--- src/rtl/period_meter.sv ---
// Measures period and high time of a slow asynchronous signal in clk cycles.
// Optional `PERIOD_METER_AVG_EN: report the average of every 4 consecutive periods.
module period_meter #(
  parameter int CNT_W       = 28,
  parameter int SYNC_STAGES = 2,
  parameter int TIMEOUT_CYC = 50_000_000
) (
  input  logic             clk,
  input  logic             rst,
  input  logic             sig_in,
  output logic             meas_valid,
  input  logic             meas_ready,
  output logic [CNT_W-1:0] period,
  output logic [CNT_W-1:0] high_time,
  output logic             overrun,
  output logic             timeout
);

  if (SYNC_STAGES < 2) begin : g_chk_sync
    $error("period_meter: SYNC_STAGES must be at least 2");
  end
  if (64'(TIMEOUT_CYC) > ((64'd1 << CNT_W) - 64'd1)) begin : g_chk_timeout
    $error("period_meter: TIMEOUT_CYC does not fit in CNT_W bits");
  end

  localparam logic [CNT_W-1:0] TIMEOUT_V = CNT_W'(TIMEOUT_CYC);

  typedef enum logic [0:0] {
    IDLE    = 1'b0,
    MEASURE = 1'b1
  } state_t;

  logic [SYNC_STAGES-1:0] sync_q;
  logic                   sdly_q;
  logic [SYNC_STAGES:0]   arm_q;
  logic                   s_s;
  logic                   rise_s;
  logic                   fall_s;

  state_t                 state_q, state_d;
  logic [CNT_W-1:0]       cnt_q, cnt_d;
  logic [CNT_W-1:0]       hi_cap_q, hi_cap_d;
  logic                   hi_seen_q, hi_seen_d;
  logic                   timeout_q, timeout_d;
  logic                   raw_form_s;
  logic [CNT_W-1:0]       raw_per_s;
  logic [CNT_W-1:0]       raw_hi_s;

  logic                   form_q, form_d;
  logic [CNT_W-1:0]       fper_q, fper_d;
  logic [CNT_W-1:0]       fhi_q, fhi_d;

  logic                   valid_q, valid_d;
  logic [CNT_W-1:0]       per_q, per_d;
  logic [CNT_W-1:0]       high_q, high_d;
  logic                   ovr_q, ovr_d;
  logic                   sticky_q, sticky_d;

  // Edges are masked until the whole chain holds real samples, so the level
  // present when reset releases never looks like a fresh edge.
  assign s_s    = sync_q[SYNC_STAGES-1];
  assign rise_s = arm_q[SYNC_STAGES] & s_s & ~sdly_q;
  assign fall_s = arm_q[SYNC_STAGES] & ~s_s & sdly_q;

  // Measurement FSM: counter, high-time capture and timeout
  always_comb begin
    state_d    = state_q;
    cnt_d      = cnt_q;
    hi_cap_d   = hi_cap_q;
    hi_seen_d  = hi_seen_q;
    timeout_d  = 1'b0;
    raw_form_s = 1'b0;
    raw_per_s  = cnt_q;
    raw_hi_s   = hi_cap_q;
    case (state_q)
      IDLE: begin
        hi_seen_d = 1'b0;
        if (rise_s) begin
          state_d = MEASURE;
          cnt_d   = {{(CNT_W-1){1'b0}}, 1'b1};
        end else begin
          state_d = IDLE;
          cnt_d   = '0;
        end
      end
      MEASURE: begin
        if (rise_s) begin
          raw_form_s = 1'b1;
          cnt_d      = {{(CNT_W-1){1'b0}}, 1'b1};
          hi_seen_d  = 1'b0;
        end else if (cnt_q >= TIMEOUT_V) begin
          timeout_d = 1'b1;
          state_d   = IDLE;
          cnt_d     = '0;
          hi_cap_d  = '0;
          hi_seen_d = 1'b0;
        end else begin
          cnt_d = cnt_q + {{(CNT_W-1){1'b0}}, 1'b1};
          if (fall_s && !hi_seen_q) begin
            hi_cap_d  = cnt_q;
            hi_seen_d = 1'b1;
          end else begin
            hi_cap_d = hi_cap_q;
          end
        end
      end
      default: begin
        state_d   = IDLE;
        cnt_d     = '0;
        hi_seen_d = 1'b0;
      end
    endcase
  end

`ifdef PERIOD_METER_AVG_EN
  logic [CNT_W+1:0] acc_per_q, acc_per_d;
  logic [CNT_W+1:0] acc_hi_q, acc_hi_d;
  logic [1:0]       idx_q, idx_d;
  logic [CNT_W+1:0] sum_per_s;
  logic [CNT_W+1:0] sum_hi_s;

  assign sum_per_s = acc_per_q + {2'b00, raw_per_s};
  assign sum_hi_s  = acc_hi_q + {2'b00, raw_hi_s};

  // Accumulate four raw measurements, emit their truncated mean
  always_comb begin
    acc_per_d = acc_per_q;
    acc_hi_d  = acc_hi_q;
    idx_d     = idx_q;
    form_d    = 1'b0;
    fper_d    = fper_q;
    fhi_d     = fhi_q;
    if (timeout_d) begin
      acc_per_d = '0;
      acc_hi_d  = '0;
      idx_d     = 2'd0;
    end else if (raw_form_s) begin
      if (idx_q == 2'd3) begin
        form_d    = 1'b1;
        fper_d    = CNT_W'(sum_per_s >> 2);
        fhi_d     = CNT_W'(sum_hi_s >> 2);
        acc_per_d = '0;
        acc_hi_d  = '0;
        idx_d     = 2'd0;
      end else begin
        acc_per_d = sum_per_s;
        acc_hi_d  = sum_hi_s;
        idx_d     = idx_q + 2'd1;
      end
    end else begin
      idx_d = idx_q;
    end
  end

  // Accumulator registers
  always_ff @(posedge clk) begin
    if (rst) begin
      acc_per_q <= '0;
      acc_hi_q  <= '0;
      idx_q     <= 2'd0;
    end else begin
      acc_per_q <= acc_per_d;
      acc_hi_q  <= acc_hi_d;
      idx_q     <= idx_d;
    end
  end
`else
  // Every raw measurement is a result
  always_comb begin
    form_d = raw_form_s;
    if (raw_form_s) begin
      fper_d = raw_per_s;
      fhi_d  = raw_hi_s;
    end else begin
      fper_d = fper_q;
      fhi_d  = fhi_q;
    end
  end
`endif

  // Result delivery: hold while unaccepted, drop and flag results that collide
  always_comb begin
    valid_d  = valid_q;
    per_d    = per_q;
    high_d   = high_q;
    ovr_d    = ovr_q;
    sticky_d = sticky_q;
    if (form_q) begin
      if (!valid_q || meas_ready) begin
        valid_d  = 1'b1;
        per_d    = fper_q;
        high_d   = fhi_q;
        ovr_d    = sticky_q;
        sticky_d = 1'b0;
      end else begin
        sticky_d = 1'b1;
      end
    end else if (valid_q && meas_ready) begin
      valid_d = 1'b0;
    end else begin
      valid_d = valid_q;
    end
  end

  // State, synchronizer and output registers
  always_ff @(posedge clk) begin
    if (rst) begin
      sync_q    <= '0;
      sdly_q    <= 1'b0;
      arm_q     <= '0;
      state_q   <= IDLE;
      cnt_q     <= '0;
      hi_cap_q  <= '0;
      hi_seen_q <= 1'b0;
      timeout_q <= 1'b0;
      form_q    <= 1'b0;
      fper_q    <= '0;
      fhi_q     <= '0;
      valid_q   <= 1'b0;
      per_q     <= '0;
      high_q    <= '0;
      ovr_q     <= 1'b0;
      sticky_q  <= 1'b0;
    end else begin
      sync_q    <= {sync_q[SYNC_STAGES-2:0], sig_in};
      sdly_q    <= s_s;
      arm_q     <= {arm_q[SYNC_STAGES-1:0], 1'b1};
      state_q   <= state_d;
      cnt_q     <= cnt_d;
      hi_cap_q  <= hi_cap_d;
      hi_seen_q <= hi_seen_d;
      timeout_q <= timeout_d;
      form_q    <= form_d;
      fper_q    <= fper_d;
      fhi_q     <= fhi_d;
      valid_q   <= valid_d;
      per_q     <= per_d;
      high_q    <= high_d;
      ovr_q     <= ovr_d;
      sticky_q  <= sticky_d;
    end
  end

  assign meas_valid = valid_q;
  assign period     = per_q;
  assign high_time  = high_q;
  assign overrun    = ovr_q;
  assign timeout    = timeout_q;

endmodule
--- config.mk ---
export PLATFORM = sky130hd
export DESIGN_NAME = period_meter
export DESIGN_NICKNAME = d
export VERILOG_FILES = /design/src/rtl/period_meter.sv
export SDC_FILE = /design/constraint.sdc
export NUM_CORES = 1
export LEC_CHECK = 0
export CAP_MARGIN = 20
export CORE_AREA = 2 2 120 122
export DETAILED_ROUTE_END_ITERATION = 12
export DIE_AREA = 0 0 122 124
export PLACE_DENSITY = 0.73
export SYNTH_ARGS = -nofsm -noshare
export SYNTH_HDL_FRONTEND = slang
export SYNTH_SLANG_ARGS = --single-unit
--- constraint.sdc ---
create_clock -name clk -period 4.97 [get_ports clk]
set_input_delay 0.994 -clock clk [delete_from_list [all_inputs] [get_ports clk]]
set_output_delay 0.994 -clock clk [all_outputs]
set_load 0.1 [all_outputs]
Yosys cells after proc, flatten, opt, wreduce, memory -nomap -nowiden
Index checks and enable logic that the tools add are counted.

cells by class
  mux-type cells = 21
  multipliers = 0
  reduce and logical (&&, ||, !) cells = 11
  bitwise gates (word level) = 8
  equal/unequal tests = 2
  add/sub/neg operators = 1
  shift-type cells = 0
  div/mod/pow operators = 0
  $lt $le $gt $ge = 1

operator list
  cell                                                                                   count
  28-bit 2-to-1 mux                                                                      4
  28-bit one-hot mux with 2 select lines                                                 1
  28-bit by 1-bit adder with 28-bit output, second input constant                        1
  28-bit by 26-bit greater-or-equal comparator with 1-bit output, second input constant  1
  1-bit 2-to-1 mux                                                                       14
  1-bit AND                                                                              4
  4-bit by 2-bit != test with 1-bit output, second input constant                        1
  1-bit inverter                                                                         4
  1-bit one-hot mux with 2 select lines                                                  2
  2-bit AND reduction                                                                    2
  2-bit nonzero test                                                                     2
  3-bit AND reduction                                                                    1
  3-bit OR reduction                                                                     1
  1-bit logical AND                                                                      2
  1-bit logical NOT                                                                      2
  2-bit by 1-bit != test with 1-bit output, second input constant                        1
  1-bit logical OR                                                                       1

word-level totals
  memories = 0
  memory bits (read-only) = 0
  input bits = 4
  bits in latches = 0
  logic and storage cells = 61
  bits in writable memories = 0
  bits in registers = 181

Longest topological paths before layout
Gate-level depths: netlist of run 1.

  depth in word-level cells = 8
  gate-level depth with buffers = 7
  mapped depth without buffers = 6

Least setup slack after synthesis of run 1
OpenSTA, ideal clock, no wires.

  path type = input port to flip-flop
  start point = input meas_ready
  end point = register high_q[20] (netlist: high_time[20])
  cell stages on the path = 7
  buffers on the path = 3
  arrival = 2,114 ps
  library setup time = 70 ps
  path slack = 2,785 ps
  cell sequence = nand2b_1 > and2_1 > clkbuf_1 > clkbuf_1 > buf_1 > nand2_1 > a21oi_1

between the ends
  cells in the longest elaborated chain, start to end = 2

ends and longest elaborated chain
  element                        RTL line  source
  start, declared                12        input logic meas_ready,
  1-bit logical OR               189       if (!valid_q || meas_ready) begin
  2-bit AND reduction (no line)  --
  end signal, assigned           238       high_q <= high_d;
  end, declared                  55        logic [CNT_W-1:0] high_q, high_d;

Every way passes these cells.
A chain may end at the register's enable or synchronous reset.

Worst setup path in the final report of run 1
  start point = register per_q[9] (netlist: period[9])
  end point = output period[9]

RTL lines
  element                 RTL line  source
  start, declared         54        logic [CNT_W-1:0] per_q, per_d;
  start signal, assigned  237       per_q <= per_d;
  end, declared           13        output logic [CNT_W-1:0] period,

No word-level cell between the ends.

==> results of run 1 <==
==> cell type report <==
cell class / instances / share of cell area (%)
clock buffers: 20 / 5.92
clock inverters: 12 / 1.98
repair buffers: 70 / 9.30
flip-flops and latches: 181 / 47.0
well taps: 180 / 2.92
multi-input cells: 510 / 32.5
inverters: 9 / 0.438
==> cells by family after synthesis <==
kind of cell	Yosys count	synth area share, %
flip-flops	181	56.9
other	1	0.0589
adder cells (fa/ha/maj)	2	0.393
AND/OR/NAND/NOR	330	21.6
XOR/XNOR	23	3.16
buffers and inverters	59	3.91
AO/OA/AOI/OAI	153	14.0
==> routing by layer <==
metal,wire length [µm],track usage (%)
met3,552,4.99
met1,6050,22.8
met5,0,0
met4,218,7.11
met2,6080,28.9
==> registers in the layout, summed over array words and instances (netlist names) <==
signal / flops
fhi_q: 28
sticky_q: 1
high_time: 28
form_q: 1
meas_valid: 1
timeout: 1
sdly_q: 1
arm_q: 3
period: 28
fper_q: 28
state_q: 1
hi_cap_q: 28
hi_seen_q: 1
overrun: 1
sync_q: 2
cnt_q: 28
==> metrics by stage <==
| step | worst slack [ns] | cell area [µm²] | hold WS (ns) | util (%) |
|---|---|---|---|---|
| after global routing | 2.00 | 7710 | 0.462 | 56.2 |
| after floorplan | 2.79 | 6370 | 0.414 | - |
| after CTS | 2.04 | 7660 | 0.441 | 55.8 |
| final | 2.06 | 7710 | 0.437 | 56.2 |
| after detailed placement | 2.12 | 7050 | 0.427 | 51.4 |
| after global placement | 2.00 | 7030 | 0.417 | 51.3 |
==> power groups by stage <==
stage	sequential, µW	combinational (µW)	clock (µW)
2_1_floorplan	1490	21.4	0
3_3_place_gp	1490	27.6	0
3_5_place_dp	1490	27.8	0
4_1_cts	1460	27.9	1380
5_1_grt	1450	31.4	1460
6_report	1460	28.5	1370
==> final timing paths <==
kind                                    end  startpoint  slack [ns]  cells past startpoint
worst min register to register     arm_q[1]    arm_q[0]        0.44                      1
worst max register to register  hi_cap_q[6]    cnt_q[8]        2.63                      6
worst min-delay path               arm_q[1]    arm_q[0]        0.44                      1
worst max-delay path              period[9]   period[9]        2.06                      1
==> cell usage in the layout, fill, tap and decap left out, types with 2 or more instances in the layout <==
cell type,n
nand4_1,8
clkinv_2,3
a21oi_1,118
ha_1,2
dfxtp_1,181
o21ai_0,2
clkdlybuf4s50_1,61
xor2_1,18
clkbuf_8,2
nor2_1,40
nor2b_1,4
nand3_1,14
bufinv_16,3
and2_1,3
nand2_1,240
a31oi_1,2
a22o_1,25
and3_1,3
nor3_1,3
conb_1,2
and4_1,3
clkinvlp_4,4
xnor2_1,5
buf_4,5
inv_1,9
a211oi_1,2
clkbuf_16,17
buf_8,2
==> flow_metrics.env, run 1 <==
export IMPL_status="finished clean"
export IMPL_syn_inst=749
export IMPL_fin_skew_ns=0.0130
export IMPL_cts_resized=0
export IMPL_fin_crit_ns=2.91
export IMPL_area_delta_synth_final_pct=21.1
export IMPL_grt_ovfl_total=0
export IMPL_max_stage_delay_ns=1.14
export IMPL_path_buf_inv=1
export IMPL_crit_type="reg -> out"
export IMPL_finalCritPeriodShare_pct=58.5
export IMPL_multi_input_area_um2=2500
export IMPL_ctsHoldBuffers=0
export IMPL_clock_path_buffers=2
export IMPL_htree_levels=4
export IMPL_synth_async_reset_ratio_pct=0
export IMPL_io_buffer_count=62
export IMPL_grt_pass1_vias=4468
export IMPL_first_pass_iters=5
export IMPL_p_sw_uw=574
export IMPL_relSlewSlack_pct=31.3
export IMPL_cts_root_buf="clkbuf_16"
export IMPL_insertion_delay_ns=0.43
export IMPL_synth_edf_count=0
export IMPL_drv_cap=0
export IMPL_cts_tree="yes"
export IMPL_antenna_found_initial=0
export IMPL_yosys_top_cells_area="dfxtp_1, nand2_1, a21oi_1"
export IMPL_numCtsBuffers=17
export IMPL_timing_final_hold_violations=0
export IMPL_syn_area_um2=6370
export IMPL_pin_count=63
export IMPL_synth_largest_area_cell="dfxtp_1"
export IMPL_finalSetupTns_ns=0
export IMPL_clk_pin_slew_ns=0.06
export IMPL_track_usage_pct=17.9
export IMPL_post_cts_buffers=0
export IMPL_drtIter0Drc=280
export IMPL_seqCellArea_um2=3620
export IMPL_synth_most_common_cell="nand2_1"
export IMPL_place_inst=947
export IMPL_die_area_um2=15100
export IMPL_p_sw_share_pct=20.1
export IMPL_syn_avg_cell_area_um2=8.50
export IMPL_max_freq_mhz=344
export IMPL_antenna_cells=0
export IMPL_finalWirelength_um=12900
export IMPL_ant_nets=0
export IMPL_cp_required_ns=3.98
export IMPL_via_per_inst=5.06
export IMPL_rsz0062_at_grt="false"
export IMPL_cp_data_arrival_time_ns=1.91
export IMPL_vias=4969
export IMPL_ir_drop_mv=0.240
export IMPL_endpoint_kind="output pin"
export IMPL_wl_per_cell_um=13.1
export IMPL_grt_pass1_wl_um=21400
export IMPL_ys_seq_area_share_pct=56.9
export IMPL_drv_slew=0
export IMPL_worstPathMaxFanout=2
export IMPL_initial_core_util_pct=46.4
export IMPL_ys_top_cells_by_count="nand2_1, dfxtp_1, a21oi_1"
export IMPL_clkPwrFrac_pct=47.9
export IMPL_hpwl_um=8120
export IMPL_cts_sinks=181
export IMPL_grt_max_degree=67
export IMPL_die_height_um=124
export IMPL_fin_nets=795
export IMPL_start_kind="register"
export IMPL_power_density_nw_per_um2=370
export IMPL_fin_total_pwr_uw=2850
export IMPL_die_w_um=122
export IMPL_finalSetupViolations=0
export IMPL_path_cells="clkdlybuf4s50_1"
export IMPL_fillers=1270
export IMPL_gp_congestion=0.848
export IMPL_ys_flop_type="dfxtp_1"
export IMPL_slowest_stage="clkdlybuf4s50_1"
export IMPL_worstHoldPathType="reg -> reg"
export IMPL_critPathTopFamily="buffers and inverters"
export IMPL_ys_warn_count=0
export IMPL_intPower_uw=2280
export IMPL_ys_types=39
export IMPL_seqPwrFrac_pct=51.1
export IMPL_ys_ff_latch=181
export IMPL_pwr_share_comb_pct=1.0
export IMPL_power_leakage_uw=0.00254
export IMPL_worst_pin_slew_ns=1.03
export IMPL_core_um2=13700
export IMPL_yosysTopAreaCellShare_pct=56.9
export IMPL_instances_no_fill=982
export IMPL_drive_above_1_share_pct=5.99
export IMPL_route_detailed_drc=0
export IMPL_rows=43
(Power assumes the default switching activity.)
==> run 2: changes to the inputs <==
- clock period: 4.97 -> 2.95 ns (I/O delays scaled with it)
==> run 2 against run 1 <==
Clock power rose by 52%. Design area shrank 3.0%. Hold slack about the same. Global-route usage increased by 0.13 points. Clock-buffer cell count rose by 1. Wire length up 0.12%. Register-to-register slack got worse by 1.9 ns. Highest routed layer unchanged. Via count fell by 1.6%. Die area unchanged. Clock skew down 0.0050 ns. Power rose by 61%. Worst setup slack worse by 1.3 ns.
==> flow_metrics.env, run 2 (synthesis results as in run 1) <==
export IMPL_cp_required_ns=3.32
export IMPL_area_delta_synth_final_pct=17.4
export IMPL_fin_nets=798
export IMPL_htree_levels=4
export IMPL_rsz0062_at_grt="false"
export IMPL_cts_tree="yes"
export IMPL_power_density_nw_per_um2=612
export IMPL_cts_root_buf="clkbuf_16"
export IMPL_rr_startpoint="cnt_q[24]"
export IMPL_cp_data_arrival_time_ns=2.58
export IMPL_drive_above_1_share_pct=13.3
export IMPL_relSlewSlack_pct=29.1
export IMPL_cts_sinks=181
export IMPL_cts_resized=0
export IMPL_status="finished clean"
export IMPL_endpoint="hi_cap_q[11]"
export IMPL_insertion_delay_ns=0.43
export IMPL_drv_slew=0
export IMPL_layout_common_cells="nand2_1, dfxtp_1, a21oi_1"
export IMPL_io_buffer_count=62
export IMPL_clock_path_buffers=2
export IMPL_crit_type="reg -> reg"
export IMPL_finalSetupTns_ns=0
export IMPL_antenna_cells=0
export IMPL_fillers=1314
export IMPL_ir_drop_mv=0.343
export IMPL_grt_pass1_wl_um=21500
export IMPL_crit_start="cnt_q[24]"
export IMPL_grt_max_degree=109
export IMPL_instances_no_fill=983
export IMPL_finalCritPeriodShare_pct=75.0
export IMPL_numCtsBuffers=17
export IMPL_rrSetupSlack_ns=0.74
export IMPL_gp_congestion=0.829
export IMPL_grt_ovfl_total=0
export IMPL_ant_nets=0
export IMPL_worstHoldPathType="reg -> reg"
export IMPL_r2r_end="hi_cap_q[11]"
export IMPL_endpoint_kind="register"
export IMPL_worst_pin_slew_ns=1.06
export IMPL_fin_crit_ns=2.21
export IMPL_initial_core_util_pct=46.4
export IMPL_finalWirelength_um=12900
export IMPL_post_cts_buffers=0
export IMPL_start_kind="register"
export IMPL_reg2reg_depth=6
export IMPL_wl_per_cell_um=13.1
export IMPL_fin_skew_ns=0.00798
export IMPL_layout_commonest_cell="nand2_1"
export IMPL_place_inst=953
export IMPL_die_area_um2=15100
export IMPL_timing_final_hold_violations=0
export IMPL_grt_pass1_vias=4581
export IMPL_drtIter0Drc=255
export IMPL_pin_count=63
export IMPL_clk_pin_slew_ns=0.06
export IMPL_die_w_um=122
export IMPL_fin_total_pwr_uw=4580
export IMPL_ctsHoldBuffers=0
export IMPL_finalSetupViolations=0
export IMPL_rows=43
export IMPL_via_per_inst=4.97
export IMPL_track_usage_pct=18.1
export IMPL_power_leakage_uw=0.00264
export IMPL_hpwl_um=8530
export IMPL_vias=4888
export IMPL_max_freq_mhz=452
export IMPL_core_um2=13700
export IMPL_drv_cap=0
export IMPL_min_from="arm_q[1]"
export IMPL_first_pass_iters=5
export IMPL_antenna_found_initial=0
export IMPL_die_height_um=124
export IMPL_route_detailed_drc=0
export IMPL_worstPathMaxFanout=18
run 2: changes by cell type in the layout (fill, tap and decap cells not counted), moves of 2 or more:
cell / change
buf_8: -2
clkinv_2: +2
clkdlybuf4s50_1: -59
bufinv_16: -2
buf_4: +66
clkinvlp_4: -3
run 2: area by class of cell:
class	count	area [µm²]	share of cell area, %
Clock inverter	9	80.1	1.07
Clock buffer	21	460	6.16
Timing Repair Buffer	73	553	7.39
Sequential cell	181	3620	48.4
Tap cell	180	225	3.01
Inverter	9	33.8	0.452
Multi-Input combinational cell	510	2500	33.5
run 2: power breakdown:
part           switching (µW)  internal (µW)  leakage [µW]
clock network             888           1190      0.000269
logic                    38.5           9.25      0.000916
registers                3.54           2450       0.00146
total                     930           3650       0.00264
run 2: stage by stage:
| stage | cell area, µm² | setup WS (ns) | hold WS [ns] | utilization, % |
|---|---|---|---|---|
| floorplan | 6370 | 0.863 | 0.414 | - |
| global placement | 6940 | 0.627 | 0.420 | 50.6 |
| detailed placement | 6940 | 0.585 | 0.430 | 50.6 |
| CTS | 7480 | 0.759 | 0.444 | 54.5 |
| global route | 7480 | 0.613 | 0.459 | 54.5 |
| finish | 7480 | 0.738 | 0.437 | 54.5 |
run 2: per-layer routing:
layer	track usage, %	part of all wire, %	vias to the layer above	wire length, µm
met5	0	0	-	0
met2	29.6	48	88	6150
met1	22.6	47	2232	6090
met4	6.68	1.3	0	163
li1	-	-	2554	-
met3	5.31	4.1	14	525
run 2: worst min path at each step:
stage                              end  cells after the start  slack [ns]
after global routing      high_time[5]                      2        0.46
after CTS                     arm_q[2]                      1        0.44
final                         arm_q[2]                      1        0.44
after global placement        arm_q[1]                      1        0.42
after detailed placement      arm_q[2]                      1        0.43
after floorplan               arm_q[1]                      1        0.41
run 2: critical path: stages (launching register included):
cell and delay, ns:
dfxtp_1 0.39, a211o_1 0.34, a31oi_1 0.38, o21ai_0 0.17
nor2_2 0.37, buf_4 0.32, a22o_1 0.18
==> run 3: changes to the inputs <==
- clock period: 2.95 -> 2.1 ns (I/O delays scaled with it)
==> run 3 against run 2 <==
Power grew 41%. Clock-buffer cell count is 3 higher. First-iteration DRC count up 18%. Utilization up 1.5 points. Wire length unchanged. Clock power increased by 42%. Sequential share of layout area is 1.3 points lower. Critical path depth up 1. Hold slack got worse by 0.16 ns. Design area grew 2.8%. Die area unchanged. Critical path type unchanged. Critical endpoint is now hi_cap_q[16]. Largest cell class unchanged. Largest power group unchanged.
==> flow_metrics.env, run 3 (synthesis results as in run 1) <==
export IMPL_fin_crit_ns=1.96
export IMPL_start_kind="register"
export IMPL_vias=4978
export IMPL_io_buffer_count=62
export IMPL_antenna_cells=0
export IMPL_cts_tree="yes"
export IMPL_crit_type="reg -> reg"
export IMPL_p_sw_share_pct=20.0
export IMPL_cts_sinks=181
export IMPL_endpoint_kind="register"
export IMPL_worstHoldPathType="in -> reg"
export IMPL_numCtsBuffers=17
export IMPL_track_usage_pct=18.1
export IMPL_rows=43
export IMPL_wl_per_cell_um=12.9
export IMPL_seqCellArea_um2=3620
export IMPL_clock_path_buffers=2
export IMPL_initial_core_util_pct=46.4
export IMPL_pwr_share_comb_pct=1.1
export IMPL_fin_util_pct=56.1
export IMPL_route_detailed_drc=0
export IMPL_insertion_delay_ns=0.41
export IMPL_worst_slack_ns=0.142
export IMPL_drtIter0Drc=302
export IMPL_fin_nets=817
export IMPL_grt_pass1_vias=4623
export IMPL_post_cts_buffers=0
export IMPL_ctsHoldBuffers=0
export IMPL_die_height_um=124
export IMPL_worstPathMaxFanout=25
export IMPL_via_per_inst=4.96
export IMPL_die_area_um2=15100
export IMPL_p_sw_uw=1290
export IMPL_instances_no_fill=1003
export IMPL_core_um2=13700
export IMPL_cts_root_buf="clkbuf_16"
export IMPL_status="finished clean"
export IMPL_cp_required_ns=2.45
export IMPL_power_density_nw_per_um2=842
export IMPL_area_delta_synth_final_pct=20.8
export IMPL_grt_max_degree=125
export IMPL_fin_total_pwr_uw=6480
export IMPL_seqPwrFrac_pct=53.2
export IMPL_rsz0062_at_grt="false"
export IMPL_relSlewSlack_pct=60.0
export IMPL_grt_ovfl_total=0
export IMPL_clk_pin_slew_ns=0.06
export IMPL_fin_skew_ns=0.00752
export IMPL_worst_pin_slew_ns=0.599
export IMPL_layout_common_cells="nand2_1, dfxtp_1, a21oi_1"
export IMPL_max_freq_mhz=511
export IMPL_place_ws_ns=-0.171
export IMPL_fillers=1280
export IMPL_multi_input_area_um2=2520
export IMPL_hpwl_um=8450
export IMPL_finalSetupViolations=0
export IMPL_drv_slew=0
export IMPL_place_inst=972
export IMPL_die_w_um=122
export IMPL_clkPwrFrac_pct=45.7
export IMPL_finalCritPeriodShare_pct=93.2
export IMPL_cp_data_arrival_time_ns=2.31
export IMPL_layout_commonest_cell="nand2_1"
export IMPL_finalWirelength_um=12900
export IMPL_first_pass_iters=5
export IMPL_power_leakage_uw=0.00275
export IMPL_gp_congestion=0.893
export IMPL_htree_levels=4
export IMPL_drive_above_1_share_pct=15.4
export IMPL_finalSetupTns_ns=0
export IMPL_pin_count=63
export IMPL_antenna_found_initial=0
export IMPL_drv_cap=0
export IMPL_ir_drop_mv=0.461
export IMPL_timing_final_hold_violations=0
export IMPL_intPower_uw=5180
export IMPL_ant_nets=0
export IMPL_grt_pass1_wl_um=21600
## run 3: layout make-up
type / count / share of cell area, %
Tap cell: 180 / 2.93
Clock buffer: 24 / 6.26
Inverter: 9 / 0.439
Timing Repair Buffer: 92 / 9.58
Multi-Input combinational cell: 510 / 32.7
Sequential cell: 181 / 47.1
Clock inverter: 7 / 0.944
## run 3: repair_timing
action	4_1_cts	5_1_grt
pin swaps	0	2
endpoints found under the setup margin	27	25
resized for setup	1	3
## run 3: power by group through the flow
stage	combinational [µW]	clock (µW)	sequential, µW
floorplan	50.6	0	3520
global placement	71.9	0	3520
detailed placement	71.0	0	3520
CTS	72.4	3020	3440
global route	79.8	3190	3440
finish	72.0	2960	3440
## run 3: critical path, cell delays in order, from the launching register on
cell	delay, ns
dfxtp_1	0.31
or4_4	0.53
o211ai_2	0.18
buf_4	0.14
a21o_4	0.13
nor4b_4	0.21
buf_6	0.25
a22o_1	0.16
## run 3: path summary, 6_finish.rpt
kind	slack [ns]	to	start	cells after the start
worst min register to register	0.45	high_time[14]	fhi_q[14]	2
worst max register to register	0.14	hi_cap_q[16]	cnt_q[8]	7
worst min-delay path	0.28	arm_q[0]	rst	2
worst max-delay path	0.14	hi_cap_q[16]	cnt_q[8]	7
## run 3: per-layer routing
layer	up-vias	track usage, %	wire (µm)
met1	2301	23.0	6020
li1	2591	-	-
met2	76	29.9	6200
met3	10	4.85	525
met5	-	0	0
met4	0	6.03	178
## run 3: through the flow
stage,area (µm²),hold slack [ns]
3_3_place_gp,7120,0.436
3_5_place_dp,7120,0.444
5_1_grt,7690,0.265
6_report,7690,0.275
2_1_floorplan,6370,0.414
4_1_cts,7680,0.256
